$ cat src/rtl/temp_alarm_fsm.sv
// temp_alarm_fsm: temperature alarm sequencer with BCD sample checking, persistence
// filtering, sign/rate fault detection and LED pattern drive.
//
// state  | meaning
// NORMAL | below warning band, LEDs off
// WARN   | warning level, alternating LED pattern
// CRIT   | critical level, all LEDs blinking
// FAULT  | sign flip or excessive rate, LEDs solid until ack
module temp_alarm_fsm #(
    parameter int                  DIGITS    = 3,
    parameter int                  LEDS      = 10,
    parameter logic [4*DIGITS-1:0] WARN_TH   = 12'h460,
    parameter logic [4*DIGITS-1:0] WARN_CLR  = 12'h450,
    parameter logic [4*DIGITS-1:0] CRIT_TH   = 12'h490,
    parameter logic [4*DIGITS-1:0] CRIT_CLR  = 12'h480,
    parameter logic [4*DIGITS-1:0] RATE_TH   = 12'h050,
    parameter int                  PERSIST   = 4,
    parameter int                  BLINK_DIV = 25000000
) (
    input  logic                  clk,
    input  logic                  rst,
    input  logic                  sample_valid,
    input  logic [4*DIGITS-1:0]   temp_bcd,
    input  logic                  temp_neg,
    input  logic [4*DIGITS-1:0]   rate_bcd,
    input  logic                  ack,
    output logic [LEDS-1:0]       alarm,
    output logic [1:0]            state,
    output logic                  bcd_err
);

    localparam int W  = 4 * DIGITS;
    localparam int CW = $clog2(PERSIST + 1);
    localparam int BW = (BLINK_DIV > 1) ? $clog2(BLINK_DIV) : 1;
    localparam logic [CW-1:0] P_LAST = CW'(PERSIST - 1);
    localparam logic [BW-1:0] B_LAST = BW'(BLINK_DIV - 1);

    typedef enum logic [1:0] {
        NORMAL = 2'b00,
        WARN   = 2'b01,
        CRIT   = 2'b10,
        FAULT  = 2'b11
    } state_t;

    function automatic logic bcd_ok(input logic [W-1:0] v);
        logic ok;
        ok = 1'b1;
        for (int i = 0; i < DIGITS; i++) begin
            if (v[4*i +: 4] > 4'd9) ok = 1'b0;
        end
        return ok;
    endfunction

    function automatic logic [LEDS-1:0] warn_pattern();
        logic [LEDS-1:0] p;
        for (int i = 0; i < LEDS; i++) p[i] = (((LEDS - 1 - i) % 2) == 0);
        return p;
    endfunction

    localparam logic [LEDS-1:0] WARN_PAT = warn_pattern();

    state_t        state_q, state_d;
    logic [CW-1:0] cnt_q, cnt_d;
    logic          pend_q, pend_d;
    logic          sref_q, sref_d;
    logic          sref_valid_q, sref_valid_d;
    logic [BW-1:0] blink_cnt_q, blink_cnt_d;
    logic          phase_q, phase_d;
    logic          bcd_err_q;

    logic in_ok, accepted;
    logic gt_warn, gt_crit, le_wclr, le_cclr;
    logic rate_fault, sign_fault, fault_hit;
    logic cond_a, cond_b, hit, pend_n;
    state_t tgt_a, tgt_b;

    assign in_ok      = bcd_ok(temp_bcd) && bcd_ok(rate_bcd);
    assign accepted   = sample_valid && in_ok;
    // negative readings sit below every threshold
    assign gt_warn    = !temp_neg && (temp_bcd > WARN_TH);
    assign gt_crit    = !temp_neg && (temp_bcd > CRIT_TH);
    assign le_wclr    = temp_neg || (temp_bcd <= WARN_CLR);
    assign le_cclr    = temp_neg || (temp_bcd <= CRIT_CLR);
    assign rate_fault = (rate_bcd >= RATE_TH);
    assign sign_fault = sref_valid_q && (temp_neg != sref_q);
    assign fault_hit  = rate_fault || sign_fault;

    always_ff @(posedge clk) begin
        if (rst) begin
            state_q      <= NORMAL;
            cnt_q        <= '0;
            pend_q       <= 1'b0;
            sref_q       <= 1'b0;
            sref_valid_q <= 1'b0;
            blink_cnt_q  <= '0;
            phase_q      <= 1'b1;
            bcd_err_q    <= 1'b0;
        end else begin
            state_q      <= state_d;
            cnt_q        <= cnt_d;
            pend_q       <= pend_d;
            sref_q       <= sref_d;
            sref_valid_q <= sref_valid_d;
            blink_cnt_q  <= blink_cnt_d;
            phase_q      <= phase_d;
            bcd_err_q    <= sample_valid && !in_ok;
        end
    end

    always_comb begin
        state_d      = state_q;
        cnt_d        = cnt_q;
        pend_d       = pend_q;
        sref_d       = sref_q;
        sref_valid_d = sref_valid_q;
        cond_a       = 1'b0;
        cond_b       = 1'b0;
        tgt_a        = state_q;
        tgt_b        = state_q;
        hit          = 1'b0;
        pend_n       = pend_q;

        // per state: target A (pend=1) has priority over target B (pend=0)
        case (state_q)
            NORMAL: begin
                cond_a = gt_crit;  tgt_a = CRIT;
                cond_b = gt_warn;  tgt_b = WARN;
            end
            WARN: begin
                cond_a = gt_crit;  tgt_a = CRIT;
                cond_b = le_wclr;  tgt_b = NORMAL;
            end
            CRIT: begin
                cond_a = 1'b0;     tgt_a = CRIT;
                cond_b = le_cclr;  tgt_b = WARN;
            end
            default: begin
                cond_a = 1'b0;
                cond_b = 1'b0;
            end
        endcase

        if (state_q == FAULT) begin
            if (ack && !(accepted && fault_hit)) begin
                state_d      = NORMAL;
                cnt_d        = '0;
                pend_d       = 1'b0;
                sref_valid_d = 1'b0;
            end
        end else if (accepted) begin
            if (!sref_valid_q) begin
                sref_valid_d = 1'b1;
                sref_d       = temp_neg;
            end
            if (fault_hit) begin
                state_d = FAULT;
                cnt_d   = '0;
                pend_d  = 1'b0;
            end else begin
                // an idle counter picks the pending target; afterwards only it may continue
                if (cnt_q == '0) begin
                    hit    = cond_a || cond_b;
                    pend_n = cond_a;
                end else begin
                    hit    = pend_q ? cond_a : cond_b;
                    pend_n = pend_q;
                end
                if (!hit) begin
                    cnt_d  = '0;
                    pend_d = 1'b0;
                end else if (cnt_q == P_LAST) begin
                    state_d = pend_n ? tgt_a : tgt_b;
                    cnt_d   = '0;
                    pend_d  = 1'b0;
                end else begin
                    cnt_d  = cnt_q + 1'b1;
                    pend_d = pend_n;
                end
            end
        end
    end

    always_comb begin
        blink_cnt_d = '0;
        phase_d     = 1'b1;
        if (state_q == CRIT && state_d == CRIT) begin
            if (blink_cnt_q == B_LAST) begin
                blink_cnt_d = '0;
                phase_d     = !phase_q;
            end else begin
                blink_cnt_d = blink_cnt_q + 1'b1;
                phase_d     = phase_q;
            end
        end
    end

    always_comb begin
        alarm = '0;
        case (state_q)
            WARN:    alarm = WARN_PAT;
            CRIT:    alarm = phase_q ? '1 : '0;
            FAULT:   alarm = '1;
            default: alarm = '0;
        endcase
    end

    assign state   = state_q;
    assign bcd_err = bcd_err_q;

endmodule

$ cat config.mk
export PLATFORM = sky130hd
export DESIGN_NAME = temp_alarm_fsm
export DESIGN_NICKNAME = d
export VERILOG_FILES = /design/src/rtl/temp_alarm_fsm.sv
export SDC_FILE = /design/constraint.sdc
export NUM_CORES = 1
export LEC_CHECK = 0
export ABC_CLOCK_PERIOD_IN_PS = 2800
export CELL_PAD_IN_SITES_DETAIL_PLACEMENT = 1
export CELL_PAD_IN_SITES_GLOBAL_PLACEMENT = 2
export CORE_ASPECT_RATIO = 0.9
export CORE_MARGIN = 8
export CORE_UTILIZATION = 31
export CTS_CLUSTER_SIZE = 40
export DETAILED_ROUTE_END_ITERATION = 8
export PLACE_DENSITY_LB_ADDON = 0.1
export SYNTH_ARGS = -nofsm -noshare
export SYNTH_HDL_FRONTEND = slang
export SYNTH_SLANG_ARGS = --single-unit
$ cat constraint.sdc
create_clock -name clk -period 2.8 [get_ports clk]
set_input_delay 0.56 -clock clk [delete_from_list [all_inputs] [get_ports clk]]
set_output_delay 0.56 -clock clk [all_outputs]
set_load 0.05 [all_outputs]
==> results.tsv, run 1 <==
stage	metric	value	unit
power	peakVddDrop	0.2358	mV
synth	yosysSeqAreaShare	30.43	%
setup_path	crit_chain	clkdlybuf4s50_1 > nor4_1 > a211oi_2 > nand3_2 > or3_4 > a2111oi_4 > a31oi_2 > buf_12 > nor4_2	
cts	cts_hold_buf	0	
power	p_leak	1.195	nW
timing	finalHoldViolCount	0	
timing	clock-skew-final	0.01349	ns
grt	grt-ovfl-total	0	
min_path	hold_depth	2	
power	p_per_area	417.8	nW/um^2
grt	grt_pass1_vias	2366	
timing	finalCritPeriodShare	97.58	%
die	fp.dieW	106.8	microns
status	status	completed	
cts	clk_pin_slew	0.08	ns
cts	cts_tree	yes	
setup_path	r2r_setup_slack	0.21	ns
timing	worstMarginPinSlew	0.6500	ns
setup_path	cp-startpoint	temp_bcd[5]	
setup_path	cp_slowest_stage_delay	0.52	ns
grt	antenna_found_initial	0	
die	die_area	10440	sq um
routing	drtPass1Iterations	4	
setup_path	timing.rr.start	state[0]$_SDFF_PP0_	
cts	clockBufferDepth	2	
setup_path	required	2.98	ns
layout	syn_to_final_growth	40.00	%
cts	numCtsBuffers	5	
layout	final_util	45.32	%
setup_path	cpLargestDelayFamily	simple AND/OR/NAND/NOR gates	
die	ioPinCount	42	
die	start_util	32.37	%
layout	layout_common_cells	35 x dfxtp_1, 32 x buf_4, 24 x clkdlybuf4s50_1, 19 x xor2_1	
setup_path	regToRegEndpoint	blink_cnt_q[12]$_SDFF_PP0_	
setup_path	path_max_fanout	26	
synth	yosys.cell_types.count	54	
synth	syn_inst	269	
layout	layout_commonest_cell	dfxtp_1	
routing	wl_per_cell	16.46	microns
die	fp.dieH	97.76	microns
routing	drc_errors	0	
synth	ys_warn_count	0	
placed_design	place_hpwl	5.384	mm
synth	synthArstFlopShare	0	%
timing	period_needed	2.732	ns
timing	relSlewSlack	56.66	%
setup_path	worstSetupPathDepth	9	
setup_path	critPathBufInv	2	
grt	grt_max_degree	27	
run	max_cap_viol_count	0	
synth	netlist_area	2302	sq um
synth	syn_nets	305	
layout	drive_above_1_share	24.47	%
setup_path	path_class	in2reg	
timing	fmax	366.0	MHz
cts	htreeDepth	2	
synth	synth_edf_count	0	
timing	setup_violations	0	
synth	synth.avg_cell_area	8.558	sq um
layout	fill_cells	855	
die	rows	29	
routing	vias	2229	
setup_path	crit_path_end	blink_cnt_q[12]$_SDFF_PP0_	
placed_design	place_congestion	0.7883	
setup_path	reg2reg_depth	10	
setup_path	start_kind	input port	
grt	grt_pass1_wl	11.74	mm
layout	antenna_cells	0	
routing	routed_via_density	5.257	
setup_path	cp.arrival	2.91	ns
min_path	hp-class	reg2reg	
timing	slew_viol_final	0	
layout	finalNetCount	367	
timing	holdWs	0.4938	ns
die	core	7112	sq um
cts	clock-root-buffer	clkbuf_8	
routing	drt_wl_total	6.980	mm
placed_design	placement.io_buffers	40	
synth	synth_seq_cells	35	
cts	insertion_delay	0.29	ns
setup_path	end_kind	register	
placed_design	placed_area	3068	sq um
routing	drtIter0Drc	29	
layout	final_cell_area	3223	sq um
setup_path	cp_slowest_cell	clkdlybuf4s50_1	
synth	synth_ff_type	dfxtp_1	
grt	grtUsageTotal	13.79	%
routing	drt.antenna.violating_nets	0	
cts	clock_sinks	35	
## worst register-to-register path: cells and delay by family, from the launching register on
family | cells | cell delay [ns]
fa+ha+maj | 1 | 0.26
buf+inv | 2 | 0.33
simple gates | 4 | 0.93
compound gates | 3 | 0.63
flops | 1 | 0.34
## cells by family after synthesis
family | count (synthesis) | synth area share (%)
AND/OR/NAND/NOR | 131 | 35.76
AO/OA/AOI/OAI | 43 | 13.81
flip-flops | 35 | 30.43
buffers and inverters | 27 | 6.250
XOR/XNOR | 25 | 9.511
adder cells (fa/ha/maj) | 7 | 3.804
multiplexers | 1 | 0.4348
## through the flow
stage | cells | power, mW | worst slack (ns) | setup TNS, ns
after global placement | 416 | 0.9701 | -0.2682 | -4.735
after detailed placement | 416 | 0.9739 | -0.2886 | -5.952
final | 424 | 1.347 | 0.06765 | 0
after CTS | 423 | 1.367 | 0.0002982 | 0
after global routing | 424 | 1.424 | -0.03410 | -0.1059
after floorplan | 269 | 0.7661 | -0.03207 | -0.1308
## power by group
part           internal (mW)  switching, mW  leakage (nW)  total, mW
registers              0.504        0.00387         0.282      0.508
clock network          0.193          0.189        0.0470      0.383
logic                  0.189          0.267         0.866      0.456
total                  0.886          0.460          1.20       1.35
## layer usage
metal / vias to the layer above / routed length, microns / GRT usage (%) / share of wire (%)
met2: 47 / 2987 / 20.26 / 43
li1: 1107 / - / - / -
met3: 7 / 302 / 3.219 / 4.3
met1: 1068 / 3600 / 19.31 / 52
met5: - / 0 / 0 / 0
met4: 0 / 89 / 4.216 / 1.3
## worst min-delay path by stage
stage | from | end | slack (ns)
2_1_floorplan | pend_q$_SDFFE_PP0P_ | pend_q$_SDFFE_PP0P_ | 0.45
3_3_place_gp | pend_q$_SDFFE_PP0P_ | pend_q$_SDFFE_PP0P_ | 0.48
3_5_place_dp | pend_q$_SDFFE_PP0P_ | pend_q$_SDFFE_PP0P_ | 0.49
4_1_cts | pend_q$_SDFFE_PP0P_ | pend_q$_SDFFE_PP0P_ | 0.50
5_1_grt | cnt_q[1]$_SDFFE_PP0P_ | cnt_q[1]$_SDFFE_PP0P_ | 0.53
6_report | pend_q$_SDFFE_PP0P_ | pend_q$_SDFFE_PP0P_ | 0.49
## synth_stat cells (3+ instances only)
| master | n | share of area [%] |
|---|---|---|
| nor4_2 | 13 | 7.1 |
| inv_1 | 8 | 1.3 |
| xor2_1 | 19 | 7.2 |
| and2_1 | 3 | 0.82 |
| clkbuf_1 | 3 | 0.49 |
| nand4_1 | 7 | 1.9 |
| nor4_1 | 16 | 4.3 |
| nor2_1 | 18 | 2.9 |
| dfxtp_1 | 35 | 30 |
| and3_1 | 7 | 1.9 |
| nor3_1 | 9 | 2.0 |
| o21a_1 | 3 | 0.98 |
| nor3b_1 | 5 | 1.6 |
| nand2b_1 | 5 | 1.4 |
| ha_1 | 7 | 3.8 |
| buf_4 | 8 | 2.6 |
| xnor2_1 | 6 | 2.3 |
| nand3_1 | 15 | 3.3 |
| o21ai_0 | 8 | 1.7 |
| nand2_1 | 17 | 2.8 |
| o21ai_1 | 5 | 1.1 |
| a21oi_1 | 8 | 1.7 |
| nor2b_1 | 4 | 1.1 |
| buf_2 | 4 | 0.87 |
## what timing repair did
| action | in CTS | in global routing |
|---|---|---|
| endpoints found under the hold margin | 0 | 0 |
| setup endpoints to repair | 1 | 26 |
| buffers inserted | 0 | 1 |
| pin swaps | 0 | 3 |
| gates resized for setup | 1 | 14 |
## state kept, by name, summed over array words and instances (netlist names)
| signal | cells |
|---|---|
| cnt_q | 3 |
| sref_q | 1 |
| state | 2 |
| pend_q | 1 |
| phase_q | 1 |
| blink_cnt_q | 25 |
| bcd_err | 1 |
| sref_valid_q | 1 |
## cell type report
type | instances | area, sq um | share of cell area, %
sequential | 35 | 700.7 | 21.74
clock buffer | 6 | 82.58 | 2.562
timing repair buffer | 73 | 775.7 | 24.07
clock inverter | 1 | 5.005 | 0.1553
inverter | 9 | 33.78 | 1.048
tap | 93 | 116.4 | 3.610
multi-input combinational | 207 | 1509 | 46.82
Note: power is estimated with default switching activity, not from simulation.
==> run 2, diff against run 1 <==
--- a/config.mk
+++ b/config.mk
@@ -14,6 +14,7 @@
 export CTS_CLUSTER_SIZE = 40
 export DETAILED_ROUTE_END_ITERATION = 8
 export PLACE_DENSITY_LB_ADDON = 0.1
+export RECOVER_POWER = 25
 export SYNTH_ARGS = -nofsm -noshare
 export SYNTH_HDL_FRONTEND = slang
 export SYNTH_SLANG_ARGS = --single-unit
==> results.tsv, run 2 (synthesis results as in run 1) <==
stage	metric	value	unit	change
cts	cts_tree	yes		
setup_path	required	2.98	ns	about the same
layout	syn_to_final_growth	38.53	%	
routing	routed_via_density	5.243		-0.27%
power	p_per_area	418.5	nW/um^2	+0.16%
die	start_util	32.37	%	unchanged
timing	finalHoldViolCount	0		unchanged
grt	grtUsageTotal	13.79	%	unchanged
layout	seq_area	700.7	sq um	unchanged
setup_path	cp-startpoint	temp_bcd[5]		
timing	setup_violations	0		unchanged
layout	fill_cells	860		+0.58%
power	p_int	0.8756	mW	-1.2%
cts	cts_hold_buf	0		unchanged
grt	grt_pass1_wl	11.74	mm	unchanged
power	p_comb_share	33.3	%	-0.6 points
power	peakVddDrop	0.2363	mV	+0.18%
power	seqPwrFrac	38.0	%	+0.3 points
timing	period_needed	2.732	ns	-0.0006966 ns
placed_design	place_congestion	0.7883		unchanged
routing	drt.antenna.violating_nets	0		unchanged
layout	multi_input_area	1509	sq um	unchanged
routing	wl_per_cell	16.45	microns	about the same
placed_design	placement.io_buffers	40		unchanged
cts	clk_pin_slew	0.08	ns	about the same
cts	clock_sinks	35		unchanged
cts	clock-root-buffer	clkbuf_8		
timing	relSlewSlack	56.72	%	about the same
cts	insertion_delay	0.29	ns	about the same
layout	layout_common_cells	35 x dfxtp_1, 30 x buf_4, 21 x clkdlybuf4s50_1, 19 x xor2_1		
grt	grt_max_degree	27		unchanged
placed_design	place_hpwl	5.384	mm	unchanged
grt	antenna_found_initial	0		unchanged
cts	numCtsBuffers	5		unchanged
die	core	7112	sq um	unchanged
die	rows	29		unchanged
die	ioPinCount	42		unchanged
die	fp.dieH	97.76	microns	unchanged
timing	clock-skew-final	0.01374	ns	+0.0002458 ns
layout	top_register	blink_cnt_q		
min_path	hold_path_startpoint	pend_q$_SDFFE_PP0P_		
layout	layout_commonest_cell	dfxtp_1		
setup_path	start_kind	input port		
cts	clockBufferDepth	2		unchanged
setup_path	end_kind	register		
power	totalPowerFinal	1.335	mW	-0.89%
run	max_cap_viol_count	0		unchanged
timing	worstMarginPinSlew	0.6492	ns	-0.0007877 ns
grt	grt_pass1_vias	2366		unchanged
timing	fmax	366.1	MHz	about the same
die	fp.dieW	106.8	microns	unchanged
timing	holdWs	0.4932	ns	-0.0006950 ns
power	p_leak	1.191	nW	-0.33%
layout	finalNetCount	367		unchanged
routing	drt_wl_total	6.975	mm	about the same
timing	finalCritPeriodShare	97.56	%	about the same
min_path	hp-class	reg2reg		
routing	drc_errors	0		unchanged
power	power.switching	0.4592	mW	-0.28%
timing	slew_viol_final	0		unchanged
layout	final_util	44.85	%	-0.47 points
setup_path	path_max_fanout	26		unchanged
layout	antenna_cells	0		unchanged
setup_path	timing.rr.start	state[0]$_SDFF_PP0_		
power	p_clk_share	28.7	%	+0.3 points
routing	drtIter0Drc	28		-3.4%
die	die_area	10440	sq um	unchanged
cts	htreeDepth	2		unchanged
power	sw_frac_of_total	34.40	%	+0.21 points
status	status	completed		
grt	grt-ovfl-total	0		unchanged
layout	largest_register_ffs	25		unchanged
routing	drtPass1Iterations	4		unchanged
routing	vias	2223		-0.27%
setup_path	path_class	in2reg		
layout	drive_above_1_share	24.17	%	-0.30 points
setup_path	cp.arrival	2.91	ns	about the same
run 2: stage by stage:
stage | std cells | instance area (sq um) | setup TNS, ns | setup slack (ns)
2_1_floorplan | 269 | 2308 | -0.1308 | -0.03207
3_3_place_gp | 416 | 3068 | -4.735 | -0.2682
3_5_place_dp | 416 | 3068 | -5.952 | -0.2886
4_1_cts | 423 | 3162 | 0 | 0.0002982
5_1_grt | 424 | 3189 | -0.1059 | -0.03410
6_report | 424 | 3189 | 0 | 0.06834
run 2: area by class of cell:
| class | instances | share of cell area [%] |
|---|---|---|
| clock inverters | 1 | 0.1569 |
| inverters | 9 | 1.059 |
| flip-flops and latches | 35 | 21.97 |
| multi-input cells | 207 | 47.31 |
| clock buffers | 6 | 2.589 |
| repair buffers | 73 | 23.26 |
| well taps | 93 | 3.649 |
run 2: worst paths after layout:
| kind | to | slack (ns) | cells past startpoint |
|---|---|---|---|
| hold reg to reg | pend_q$_SDFFE_PP0P_ | 0.49 | 2 |
| setup reg to reg | blink_cnt_q[12]$_SDFF_PP0_ | 0.22 | 10 |
| hold / removal | pend_q$_SDFFE_PP0P_ | 0.49 | 2 |
| setup / recovery | blink_cnt_q[12]$_SDFF_PP0_ | 0.07 | 9 |
run 2: repair_timing:
| item | in CTS | in global routing |
|---|---|---|
| buffers inserted | 0 | 1 |
| gates resized for setup | 1 | 14 |
| pin swaps | 0 | 3 |
| setup endpoints to repair | 1 | 26 |
| gates cloned | 0 | 0 |
run 2: routing by layer:
metal	GRT usage [%]	wire length (microns)
met5	0	0
met3	3.219	306
met2	20.26	2970
met4	4.216	89
met1	19.31	3608
run 2: worst max-delay path, stage by stage:
cell             delay, ns
clkdlybuf4s50_1       0.52
nor4_1                0.09
a211oi_2              0.25
nand3_2               0.14
or3_4                 0.40
a2111oi_4             0.36
a31oi_2               0.09
buf_12                0.19
nor4_2                0.28
run 2: power by group through the flow:
stage                     sequential [mW]  combinational, mW  clock, mW
after floorplan                     0.537              0.229          0
after global placement              0.519              0.451          0
after detailed placement            0.519              0.454          0
after CTS                           0.508              0.457      0.401
after global routing                0.509              0.475      0.428
final                               0.508              0.444      0.383
==> run 3, diff against run 2 <==
--- a/config.mk
+++ b/config.mk
@@ -11,7 +11,7 @@
 export CORE_ASPECT_RATIO = 0.9
 export CORE_MARGIN = 8
 export CORE_UTILIZATION = 31
-export CTS_CLUSTER_SIZE = 40
+export CTS_CLUSTER_SIZE = 28
 export DETAILED_ROUTE_END_ITERATION = 8
 export PLACE_DENSITY_LB_ADDON = 0.1
 export RECOVER_POWER = 25
==> results of run 3 <==
No change in the layout: final DEF, timing and power equal those of run 2.
